===== src/rtl/display_scan_driver.sv =====
// Four-digit multiplexed seven-segment scan driver for a processor debug display.
// Captures a 16-bit result (and optionally the PC low byte) on each rising edge
// of an asynchronous step_tick. The captured values are scanned out on active-low
// cathodes and anodes.
// Optional feature: define DISPLAY_PC_EN to add a second display page that shows
// "P" + blank + PC byte. In that build the page alternates every PAGE_STEPS steps.
module display_scan_driver #(
  parameter int unsigned REFRESH_DIV = 100000,
  parameter int unsigned PAGE_STEPS  = 4
) (
  input  logic        clk,
  input  logic        rst,
  input  logic        step_tick,
  input  logic [15:0] result_in,
  input  logic [7:0]  pc_in,
  output logic [6:0]  seg,
  output logic [3:0]  an,
  output logic        dp
);

  localparam int unsigned    CntW   = $clog2(REFRESH_DIV);
  localparam logic [CntW-1:0] CntMax = CntW'(REFRESH_DIV - 1);

  localparam logic [6:0] SegBlank = 7'h7F;
  localparam logic [6:0] SegP     = 7'b0001100;

  logic            r_sync1, r_sync2, r_hist;
  logic            w_step_edge;
  logic [15:0]     r_res_hold;
  logic [CntW-1:0] r_refresh_cnt;
  logic            w_refresh_tc;
  logic [1:0]      r_digit;
  logic [3:0]      w_res_nib;
  logic [6:0]      w_seg_nxt;
  logic            w_dp_nxt;
  logic [6:0]      r_seg;
  logic [3:0]      r_an;
  logic            r_dp;

  // Active-low hex glyphs, segment order {g,f,e,d,c,b,a}
  function automatic logic [6:0] hex7(input logic [3:0] v);
    logic [6:0] s;
    case (v)
      4'h0: s = 7'h40;  4'h1: s = 7'h79;  4'h2: s = 7'h24;  4'h3: s = 7'h30;
      4'h4: s = 7'h19;  4'h5: s = 7'h12;  4'h6: s = 7'h02;  4'h7: s = 7'h78;
      4'h8: s = 7'h00;  4'h9: s = 7'h10;  4'hA: s = 7'h08;  4'hB: s = 7'h03;
      4'hC: s = 7'h46;  4'hD: s = 7'h21;  4'hE: s = 7'h06;  default: s = 7'h0E;
    endcase
    return s;
  endfunction

  // Two-flop synchronizer plus history flop, used for rising-edge detection of step_tick
  always_ff @(posedge clk or negedge rst) begin
    if (!rst) begin
      r_sync1 <= 1'b0;
      r_sync2 <= 1'b0;
      r_hist  <= 1'b0;
    end else begin
      r_sync1 <= step_tick;
      r_sync2 <= r_sync1;
      r_hist  <= r_sync2;
    end
  end

  assign w_step_edge  = r_sync2 & ~r_hist;
  assign w_refresh_tc = (r_refresh_cnt == CntMax);

  // Refresh divider; the digit index advances when the divider wraps
  always_ff @(posedge clk or negedge rst) begin
    if (!rst) begin
      r_refresh_cnt <= '0;
      r_digit       <= 2'd0;
    end else if (w_refresh_tc) begin
      r_refresh_cnt <= '0;
      r_digit       <= r_digit + 2'd1;
    end else begin
      r_refresh_cnt <= r_refresh_cnt + 1'b1;
    end
  end

  // Result hold register, written only on a detected step edge
  always_ff @(posedge clk or negedge rst) begin
    if (!rst) begin
      r_res_hold <= '0;
    end else if (w_step_edge) begin
      r_res_hold <= result_in;
    end
  end

  assign w_res_nib = r_res_hold[{r_digit, 2'b00} +: 4];

`ifdef DISPLAY_PC_EN
  typedef enum logic {StShowRes, StShowPc} page_e;

  localparam logic [7:0] PageMax = 8'(PAGE_STEPS - 1);

  page_e      r_state;
  logic [7:0] r_page_cnt;
  logic [7:0] r_pc_hold;

  // Page FSM: toggles after PAGE_STEPS step edges and captures the PC on every step edge
  always_ff @(posedge clk or negedge rst) begin
    if (!rst) begin
      r_state    <= StShowRes;
      r_page_cnt <= 8'd0;
      r_pc_hold  <= 8'd0;
    end else if (w_step_edge) begin
      r_pc_hold <= pc_in;
      if (r_page_cnt == PageMax) begin
        r_page_cnt <= 8'd0;
        r_state    <= (r_state == StShowRes) ? StShowPc : StShowRes;
      end else begin
        r_page_cnt <= r_page_cnt + 8'd1;
      end
    end
  end
`else
  logic w_unused_pc;
  assign w_unused_pc = ^pc_in;
`endif

  // Glyph and decimal point for the digit currently selected
  always_comb begin
    w_seg_nxt = hex7(w_res_nib);
    w_dp_nxt  = 1'b1;
`ifdef DISPLAY_PC_EN
    if (r_state == StShowPc) begin
      unique case (r_digit)
        2'd0: begin
          w_seg_nxt = hex7(r_pc_hold[3:0]);
          w_dp_nxt  = 1'b0;
        end
        2'd1:    w_seg_nxt = hex7(r_pc_hold[7:4]);
        2'd2:    w_seg_nxt = SegBlank;
        default: w_seg_nxt = SegP;
      endcase
    end
`endif
  end

  // Output registers share one digit index and page, so anode and cathodes switch together
  always_ff @(posedge clk or negedge rst) begin
    if (!rst) begin
      r_seg <= SegBlank;
      r_an  <= 4'hF;
      r_dp  <= 1'b1;
    end else begin
      r_seg <= w_seg_nxt;
      r_an  <= ~(4'b0001 << r_digit);
      r_dp  <= w_dp_nxt;
    end
  end

  assign seg = r_seg;
  assign an  = r_an;
  assign dp  = r_dp;

endmodule


===== config.mk =====
export PLATFORM = sky130hd
export DESIGN_NAME = display_scan_driver
export DESIGN_NICKNAME = d
export VERILOG_FILES = /design/src/rtl/display_scan_driver.sv
export SDC_FILE = /design/constraint.sdc
export NUM_CORES = 1
export LEC_CHECK = 0
export ABC_CLOCK_PERIOD_IN_PS = 2000
export CAP_MARGIN = 20
export CORE_MARGIN = 2
export CORE_UTILIZATION = 52
export CTS_CLUSTER_SIZE = 30
export DETAILED_ROUTE_END_ITERATION = 16
export GPL_TIMING_DRIVEN = 0
export PLACE_DENSITY = 0.79
export SYNTH_ARGS = -nofsm -noshare
export SYNTH_HDL_FRONTEND = slang
export SYNTH_SLANG_ARGS = --single-unit
export TNS_END_PERCENT = 5

===== constraint.sdc =====
create_clock -name clk -period 2 [get_ports clk]
set_clock_uncertainty 0.1 [all_clocks]
set_input_delay 0.2 -clock clk [delete_from_list [all_inputs] [get_ports clk]]
set_output_delay 0.2 -clock clk [all_outputs]
set_load 0.05 [all_outputs]

==> impl_metrics.env, run 1 <==
export IMPL_status="completed"
export IMPL_synth_top_cells_by_area="dfrtp_1, dfstp_2, mux2_2"
export IMPL_nets=259
export IMPL_antenna_cells=0
export IMPL_ys_ff_latch=49
export IMPL_min_period_ns=1.91
export IMPL_crit_path_cell_trace="clkdlybuf4s50_1"
export IMPL_finalMaxSlewViolations=0
export IMPL_io_pins=39
export IMPL_p_leak_nw=1.21
export IMPL_layout_drive_gt1_share_pct=27.9
export IMPL_grt_overflow=0
export IMPL_drc=0
export IMPL_hold_class="input pin to flop"
export IMPL_cts_sinks=49
export IMPL_fp_row_count=24
export IMPL_peakVddDrop_mv=0.461
export IMPL_slew_headroom_pct=64.2
export IMPL_routed_via_density=5.24
export IMPL_clock_path_buffers=2
export IMPL_critPathSlowestCell="clkdlybuf4s50_1"
export IMPL_yosysTopAreaCellShare_pct=41.6
export IMPL_dp_hpwl_mm=2.63
export IMPL_gr_usage_all_layers_pct=17.1
export IMPL_core_area_sq_um=4290
export IMPL_grt_pass1_wl_mm=6.60
export IMPL_routed_wl_mm=3.70
export IMPL_place_inst=260
export IMPL_grt_max_degree=27
export IMPL_synth_nets=216
export IMPL_clock_fmax_ghz=0.523
export IMPL_crit_path_start_kind="flop"
export IMPL_cap_viol_max_count=0
export IMPL_placed_cell_area_sq_um=2660
export IMPL_crit_buf_inv=1
export IMPL_synth_top_area_cell="dfrtp_1"
export IMPL_drtIter0Drc=78
export IMPL_critPathArrivalTime_ns=1.61
export IMPL_die_w_microns=70.3
export IMPL_cts_tree="yes"
export IMPL_die_h_microns=70.3
export IMPL_antenna_found_initial=0
export IMPL_grt_pass1_vias=1424
export IMPL_async_reset_ff_share_pct=100
export IMPL_cp_required_ns=1.70
export IMPL_hold_violations=0
export IMPL_cp_end_kind="output pin"
export IMPL_synth_area_sq_um=2280
export IMPL_worstMarginPinSlew_ns=0.538
export IMPL_setup_tns_ns=0
export IMPL_cp_top_family="buffers and inverters"
export IMPL_synthMostInstantiatedCell="dfrtp_1"
export IMPL_cts_buffers=5
export IMPL_wire_per_inst_microns=13.5
export IMPL_fin_area_sq_um=2830
export IMPL_synth_top_cells_by_count="dfrtp_1, mux2_2, dfstp_2, ha_1"
export IMPL_p_per_area_nw_per_um2=821
export IMPL_cts_max_level=2
export IMPL_worstPathMaxFanout=1
export IMPL_synthToLayoutAreaGrowth_pct=23.7
export IMPL_ant_nets=0
export IMPL_ys_seq_area_share_pct=54.3
export IMPL_setup_viol=0
export IMPL_dieArea_sq_um=4940
export IMPL_fin_cells=274
export IMPL_synth_cell_types=43
export IMPL_layout_worst_path_cycle_share_pct=95.6
export IMPL_syn_inst=178
export IMPL_clk_pin_slew_worst_paths_ns=0.09
export IMPL_setup_ws_ns=0.0870
export IMPL_start_util_pct=53.2
export IMPL_cpPeakStageDelay_ns=0.79
export IMPL_place_congestion=0.828
export IMPL_setup_worst_path_class="flop to output pin"
export IMPL_syn_area_per_cell_sq_um=12.8
export IMPL_synth_edf_count=0
export IMPL_rsz0062_at_grt="false"
export IMPL_synth_warnings=0
export IMPL_port_buffers=29
export IMPL_num_vias=1435
export IMPL_synth_ff_type="dfrtp_1"
export IMPL_root_buffer="clkbuf_8"
export IMPL_clk_latency_ns=0.29
export IMPL_dp_slack_ns=0.00343
export IMPL_firstDrtPassIters=4
[path summary, 6_finish.rpt]
check | to | start | depth (start not counted) | slack [ns]
max in group asynchronous | seg[6] | rst | 3 | 0.91
hold / removal | r_sync1 | step_tick | 1 | 0.24
setup reg to reg | seg[3] | r_digit[0] | 7 | 0.09
hold reg to reg | r_sync2 | r_sync1 | 0 | 0.26
min in group asynchronous | r_digit[1] | rst | 2 | 0.31
setup / recovery | seg[6] | seg[6] | 1 | 0.09
[per-layer routing]
| layer | track usage (%) | up-vias | routed length (microns) |
|---|---|---|---|
| met1 | 22.4 | 705 | 1680 |
| met5 | 0 | - | 0 |
| met3 | 4.76 | 4 | 130 |
| met4 | 5.77 | 0 | 40 |
| li1 | - | 698 | - |
| met2 | 27.5 | 28 | 1850 |
[flip-flops by register name (all words and copies together), names as in the netlist]
name	cells
r_sync1	1
r_refresh_cnt	17
r_res_hold	16
r_digit	2
r_hist	1
seg	7
r_sync2	1
an	4
[where the power goes]
group,switching [W],internal [W]
Clock,0.000306,0.000408
Combinational,0.000264,0.000215
Sequential,0.0000305,0.00110
Total,0.000601,0.00172
[worst reg2reg max path, delay by kind of cell (launching register included)]
family	cells	cell delay (ns)
adders and majority gates	1	0.18
AOI/OAI and AO/OA	1	0.12
muxes	1	0.57
and+or+nand+nor	2	0.20
DFF	1	0.38
buffers and inverters	2	0.31
[kinds of logic after synthesis]
logic type / share of synthesized area (%)
AO/OA/AOI/OAI: 5.26
other: 0.164
multiplexers: 12.8
buffers and inverters: 3.83
AND/OR/NAND/NOR: 12.7
adder cells (fa/ha/maj): 6.02
flip-flops: 54.3
XOR/XNOR: 4.98
[timing repair]
item / 4_1_cts / 5_1_grt
hold endpoints to repair: 13 / 0
buffers inserted: 2 / 3
gates resized for setup: 2 / 2
cloned: 0 / 0
setup endpoints to repair: 2 / 2
hold buffers: 1 / 0
[layout by cell type (no fill, tap or decap), drive strengths merged, types with 2 or more instances in the layout]
master | Yosys | final
o21ai | 6 | 6
a21oi | 3 | 3
nand2b | 2 | 2
or4b | 2 | 2
and4 | 2 | 2
nand3 | 7 | 7
nor2b | 4 | 4
o21a | 3 | 3
nand2 | 10 | 10
mux4 | 4 | 4
xnor2 | 9 | 9
nor4 | 2 | 2
ha | 11 | 11
dfrtp | 38 | 38
and2 | 2 | 2
nor2 | 7 | 7
clkbuf | 1 | 8
clkdlybuf4s50 | 0 | 28
mux2 | 18 | 18
buf | 5 | 12
xor2 | 4 | 4
or3 | 3 | 3
inv | 10 | 10
dfstp | 11 | 11
[through the flow]
step	hold WS (ns)	total power [W]	util [%]
after floorplan	-0.196	0.00146	-
after global placement	0.240	0.00160	61.5
after detailed placement	0.115	0.00161	61.8
after CTS	0.233	0.00234	65.2
after global routing	0.229	0.00244	65.8
final	0.244	0.00232	65.8
[layout make-up]
| class | instances | area (sq um) |
|---|---|---|
| timing repair buffer | 36 | 353 |
| inverter | 10 | 37.5 |
| clock inverter | 1 | 30.0 |
| sequential | 49 | 1240 |
| multi-input combinational | 113 | 963 |
| clock buffer | 7 | 86.3 |
| tap | 52 | 65.1 |
| fill | 329 | 1470 |
| buffer | 6 | 50.0 |
No activity file was read; power rests on OpenSTA's default activity.
==> run 2, diff against run 1 <==
Settings changed: ABC_AREA set to 1, CAP_MARGIN 20 to 5, PLACE_DENSITY 0.79 to 0.78.
==> impl_metrics.env, run 2 <==
export IMPL_synth_nets=318
export IMPL_grt_pass1_wl_mm=7.68
export IMPL_hold_class="input pin to asynchronous set/reset pin"
export IMPL_port_buffers=29
export IMPL_crit_buf_inv=1
export IMPL_grt_max_degree=42
export IMPL_p_leak_nw=1.42
export IMPL_setup_ws_ns=0.0908
export IMPL_most_common_layout_cells="nand2_1, dfrtp_1, nor2_1"
export IMPL_reg2regPathDepth=9
export IMPL_ys_seq_area_share_pct=49.6
export IMPL_num_vias=1889
export IMPL_drtIter0Drc=184
export IMPL_hold_violations=0
export IMPL_cp_top_family="buffers and inverters"
export IMPL_clock_path_buffers=2
export IMPL_clk_latency_ns=0.30
export IMPL_peakVddDrop_mv=0.512
export IMPL_critPathSlowestCell="clkdlybuf4s50_1"
export IMPL_root_buffer="clkbuf_8"
export IMPL_largest_register="r_refresh_cnt"
export IMPL_crit_path_cell_trace="clkdlybuf4s50_1"
export IMPL_grt_overflow=0
export IMPL_largest_register_ffs=17
export IMPL_clk_pin_slew_worst_paths_ns=0.08
export IMPL_cpPeakStageDelay_ns=0.79
export IMPL_critPathArrivalTime_ns=1.61
export IMPL_firstDrtPassIters=4
export IMPL_yosysTopAreaCellShare_pct=38.1
export IMPL_dp_slack_ns=0.169
export IMPL_r2r_slack_ns=0.21
export IMPL_synth_edf_count=0
export IMPL_antenna_cells=0
export IMPL_final_common_cell="nand2_1"
export IMPL_grt_pass1_vias=1796
export IMPL_layout_worst_path_cycle_share_pct=95.5
export IMPL_rsz0062_at_grt="false"
export IMPL_cts_tree="yes"
export IMPL_ant_nets=0
export IMPL_finalMaxSlewViolations=0
export IMPL_io_pins=39
export IMPL_dieArea_sq_um=5380
export IMPL_synthToLayoutAreaGrowth_pct=18.8
export IMPL_die_h_microns=73.3
export IMPL_wire_per_inst_microns=11.8
export IMPL_ys_ff_latch=49
export IMPL_cp_required_ns=1.70
export IMPL_gr_usage_all_layers_pct=18.6
export IMPL_antenna_found_initial=0
export IMPL_cts_sinks=49
export IMPL_die_w_microns=73.3
export IMPL_cp_end_kind="output pin"
export IMPL_n_fill_cell=398
export IMPL_crit_path_start_kind="flop"
export IMPL_cap_viol_max_count=0
export IMPL_clock_fmax_ghz=0.524
export IMPL_core_area_sq_um=4690
export IMPL_r2r_start="r_digit[1]"
export IMPL_worstPathMaxFanout=1
export IMPL_min_period_ns=1.91
export IMPL_drc=0
export IMPL_async_reset_ff_share_pct=100
export IMPL_routed_wl_mm=4.38
export IMPL_syn_inst=280
export IMPL_worstMarginPinSlew_ns=0.496
export IMPL_synth_top_cells_by_count="nand2_1, dfrtp_1, nor2_1"
export IMPL_routed_via_density=5.08
export IMPL_rr_endpoint="seg[6]"
export IMPL_slew_headroom_pct=66.8
export IMPL_utilization_pct=63.3
export IMPL_cts_max_level=2
export IMPL_setup_worst_path_class="flop to output pin"
export IMPL_start_util_pct=53.3
export IMPL_setup_viol=0
export IMPL_layout_drive_gt1_share_pct=18.2
export IMPL_fp_row_count=25
export IMPL_syn_area_per_cell_sq_um=8.92
export IMPL_synth_ff_type="dfrtp_1"
export IMPL_synth_top_area_cell="dfrtp_1"
export IMPL_synth_top_cells_by_area="dfrtp_1, dfstp_2, nand2_1"
export IMPL_dp_hpwl_mm=3.34
export IMPL_synth_area_sq_um=2500
export IMPL_place_congestion=0.843
export IMPL_synth_warnings=0
export IMPL_status="completed"
export IMPL_synthMostInstantiatedCell="nand2_1"
export IMPL_cts_buffers=5
export IMPL_synth_cell_types=24
export IMPL_p_per_area_nw_per_um2=738
export IMPL_nets=356
## run 2: cell count changes after synthesis, sizes merged, moves of 8 or more
cell,change
nand3,+22
nand2,+71
nor2,+27
inv,+25
xnor2,-8
## run 2: worst max path at each step
stage	startpoint	to	depth (start not counted)
after floorplan	r_digit[1]	seg[5]	9
after global placement	rst	r_res_hold[10]	1
after detailed placement	r_digit[1]	seg[6]	9
after CTS	seg[4]	seg[4]	1
after global routing	r_digit[0]	seg[6]	10
final	seg[3]	seg[3]	1
## run 2: final cells by class
class / count / area (sq um) / area share [%]
buffer: 3 / 20.0 / 0.674
clock buffer: 7 / 86.3 / 2.91
inverter: 35 / 131 / 4.42
multi-input combinational: 193 / 1110 / 37.3
sequential: 49 / 1240 / 41.8
tap: 54 / 67.6 / 2.28
timing repair buffer: 31 / 315 / 10.6
## run 2: repair_timing
item                                   4_1_cts  5_1_grt
gates resized for setup                      0        1
endpoints found under the hold margin       38        0
hold buffers                                 1        0
buffers inserted                             0        0
setup endpoints to repair                    0        3
## run 2: kinds of logic (layout without fill, tap and decap cells)
logic type | after synthesis | in the layout | share of synthesized area, %
AOI/OAI and AO/OA | 7 | 7 | 1.85
xor gates and xnor gates | 8 | 8 | 2.80
adders and majority gates | 11 | 11 | 5.51
buffers and inverters | 38 | 76 | 6.06
DFF | 49 | 49 | 49.6
muxes | 15 | 15 | 6.76
other | 1 | 1 | 0.150
and+or+nand+nor | 151 | 151 | 27.2
## run 2: power breakdown
part | switching (W) | total [W] | leakage, nW | internal [W]
sequential | 0.0000305 | 0.00113 | 0.585 | 0.00110
clock | 0.000295 | 0.000570 | 0.0443 | 0.000274
combinational | 0.000300 | 0.000493 | 0.790 | 0.000193
total | 0.000626 | 0.00219 | 1.42 | 0.00156
## run 2: stage by stage
step	cells	TNS [ns]	power (W)	cell area [sq um]	hold slack, ns
2_1_floorplan	280	0	0.00148	2500	-0.196
3_3_place_gp	363	-28.14	0.00162	2860	0.234
3_5_place_dp	364	0	0.00164	2870	-0.0221
4_1_cts	372	0	0.00222	2970	0.183
5_1_grt	372	0	0.00230	2970	0.193
6_report	372	0	0.00219	2970	0.186
## run 2: worst reg2reg max path, stage by stage, from the launching register on
cell,delay [ns]
dfrtp_2,0.50
inv_2,0.19
nand3_1,0.09
nand2_1,0.20
inv_1,0.12
ha_1,0.23
nand3_1,0.14
nand2_1,0.07
nand2_1,0.05
nand2_1,0.05
## run 2: routing by layer
| layer | wire [microns] | track usage (%) |
|---|---|---|
| met3 | 146 | 3.70 |
| met5 | 0 | 0 |
| met1 | 2120 | 24.9 |
| met4 | 100 | 9.09 |
| met2 | 2020 | 29.0 |
==> run 3, diff against run 2 <==
Settings changed: GPL_TIMING_DRIVEN 0 to unset.
==> impl_metrics.env, run 3 (synthesis gave the netlist of run 2 again) <==
export IMPL_cp_end_kind="output pin"
export IMPL_clock_fmax_ghz=0.522
export IMPL_pwr_share_comb_pct=22.4
export IMPL_finalMaxSlewViolations=0
export IMPL_cts_max_level=2
export IMPL_clk_latency_ns=0.30
export IMPL_io_pins=39
export IMPL_r2r_slack_ns=0.21
export IMPL_layout_drive_gt1_share_pct=17.6
export IMPL_die_w_microns=73.3
export IMPL_antenna_cells=0
export IMPL_layout_worst_path_cycle_share_pct=95.8
export IMPL_drc=0
export IMPL_setup_worst_path_class="flop to output pin"
export IMPL_die_h_microns=73.3
export IMPL_power_switching_w=0.000642
export IMPL_hold_violations=0
export IMPL_crit_path_start_kind="flop"
export IMPL_cap_viol_max_count=0
export IMPL_final_common_cell="nand2_1"
export IMPL_firstDrtPassIters=4
export IMPL_p_sw_share_pct=29.5
export IMPL_status="completed"
export IMPL_gr_usage_all_layers_pct=19.9
export IMPL_grt_pass1_wl_mm=8.34
export IMPL_most_common_layout_cells="nand2_1, dfrtp_1, nor2_1"
export IMPL_n_fill_cell=402
export IMPL_hold_class="input pin to flop"
export IMPL_p_clk_share_pct=25.5
export IMPL_synthToLayoutAreaGrowth_pct=18.0
export IMPL_slew_headroom_pct=59.3
export IMPL_worstPathMaxFanout=1
export IMPL_crit_buf_inv=1
export IMPL_drtIter0Drc=153
export IMPL_grt_max_degree=50
export IMPL_antenna_found_initial=0
export IMPL_fin_cells=372
export IMPL_cp_required_ns=1.70
export IMPL_setup_viol=0
export IMPL_wire_per_inst_microns=12.2
export IMPL_grt_overflow=0
export IMPL_routed_wl_mm=4.54
export IMPL_port_buffers=29
export IMPL_ant_nets=0
export IMPL_cpPeakStageDelay_ns=0.79
export IMPL_peakVddDrop_mv=0.465
export IMPL_p_per_area_nw_per_um2=737
export IMPL_num_vias=1901
export IMPL_start_util_pct=53.3
export IMPL_clock_path_buffers=2
export IMPL_dieArea_sq_um=5380
export IMPL_largest_register="r_refresh_cnt"
export IMPL_ff_latch_area_sq_um=1240
export IMPL_critPathSlowestCell="clkdlybuf4s50_1"
export IMPL_clk_pin_slew_worst_paths_ns=0.08
export IMPL_dp_hpwl_mm=3.32
export IMPL_grt_pass1_vias=1911
export IMPL_cp_top_family="buffers and inverters"
export IMPL_setup_tns_ns=0
export IMPL_nets=355
export IMPL_crit_path_cell_trace="clkdlybuf4s50_1"
export IMPL_worstMarginPinSlew_ns=0.611
export IMPL_cts_buffers=5
export IMPL_place_congestion=0.836
export IMPL_routed_via_density=5.11
export IMPL_fp_row_count=25
export IMPL_place_inst=363
export IMPL_largest_register_ffs=17
export IMPL_cts_tree="yes"
export IMPL_power_frac_seq_pct=52.1
export IMPL_core_area_sq_um=4690
export IMPL_cts_sinks=49
export IMPL_root_buffer="clkbuf_8"
export IMPL_power_internal_w=0.00153
export IMPL_p_leak_nw=1.41
export IMPL_multi_input_area_sq_um=1110
export IMPL_critPathArrivalTime_ns=1.62
export IMPL_min_period_ns=1.92
export IMPL_rsz0062_at_grt="false"
run 3: path summary, 6_finish.rpt:
check | startpoint | end | depth (start not counted)
max in group asynchronous | rst | r_refresh_cnt[14] | 3
hold reg to reg | r_sync1 | r_sync2 | 0
hold / removal | step_tick | r_sync1 | 1
setup reg to reg | r_digit[0] | seg[3] | 10
min in group asynchronous | rst | r_refresh_cnt[3] | 3
setup / recovery | seg[5] | seg[5] | 1
run 3: per-stage QoR:
step                util (%)  setup WS [ns]  hold WS (ns)  total power (W)  instance area, sq um
finish                  62.8         0.0842         0.235          0.00217                  2950
floorplan                  -          0.419        -0.196          0.00148                  2500
global route            62.8         0.0255         0.247          0.00230                  2950
CTS                     62.8         0.0657         0.234          0.00219                  2950
detailed placement      60.8          0.231         0.235          0.00164                  2850
global placement        60.8          0.307         0.226          0.00162                  2850
run 3: worst register-to-register path: cells and delay by family (launching register included):
kind / cells / cell delay [ns]
flip-flops: 1 / 0.51
buffers and inverters: 2 / 0.23
AND/OR/NAND/NOR: 7 / 0.65
adder cells (fa/ha/maj): 1 / 0.24
run 3: power groups by stage:
stage | clock network (W) | registers, W | logic, W
after floorplan | 0 | 0.00127 | 0.000207
after global routing | 0.000619 | 0.00114 | 0.000536
after global placement | 0 | 0.00115 | 0.000476
after CTS | 0.000566 | 0.00113 | 0.000489
final | 0.000555 | 0.00113 | 0.000487
after detailed placement | 0 | 0.00115 | 0.000487
run 3: metal layers:
metal  part of all wire, %  up-vias  global-route usage [%]  wire length (microns)
li1                      -      950                       -                      -
met1                    47      905                    26.5                   2120
met2                    48       42                    32.5                   2200
met3                   3.4        4                    3.84                    153
met4                   1.4        0                    7.47                     62
met5                     0        -                       0                      0
run 3: final cells by class:
type / count / area share [%]
Clock buffer: 7 / 2.59
Clock inverter: 1 / 0.170
Inverter: 35 / 4.54
Multi-Input combinational cell: 193 / 37.6
Sequential cell: 49 / 42.1
Tap cell: 54 / 2.29
Timing Repair Buffer: 33 / 10.8
run 3: what timing repair did:
action                     4_1_cts  5_1_grt
resized for setup                0        1
setup buffers                    0        0
setup endpoints to repair        0        1
hold buffers                     1        0
hold endpoints to repair        38        0
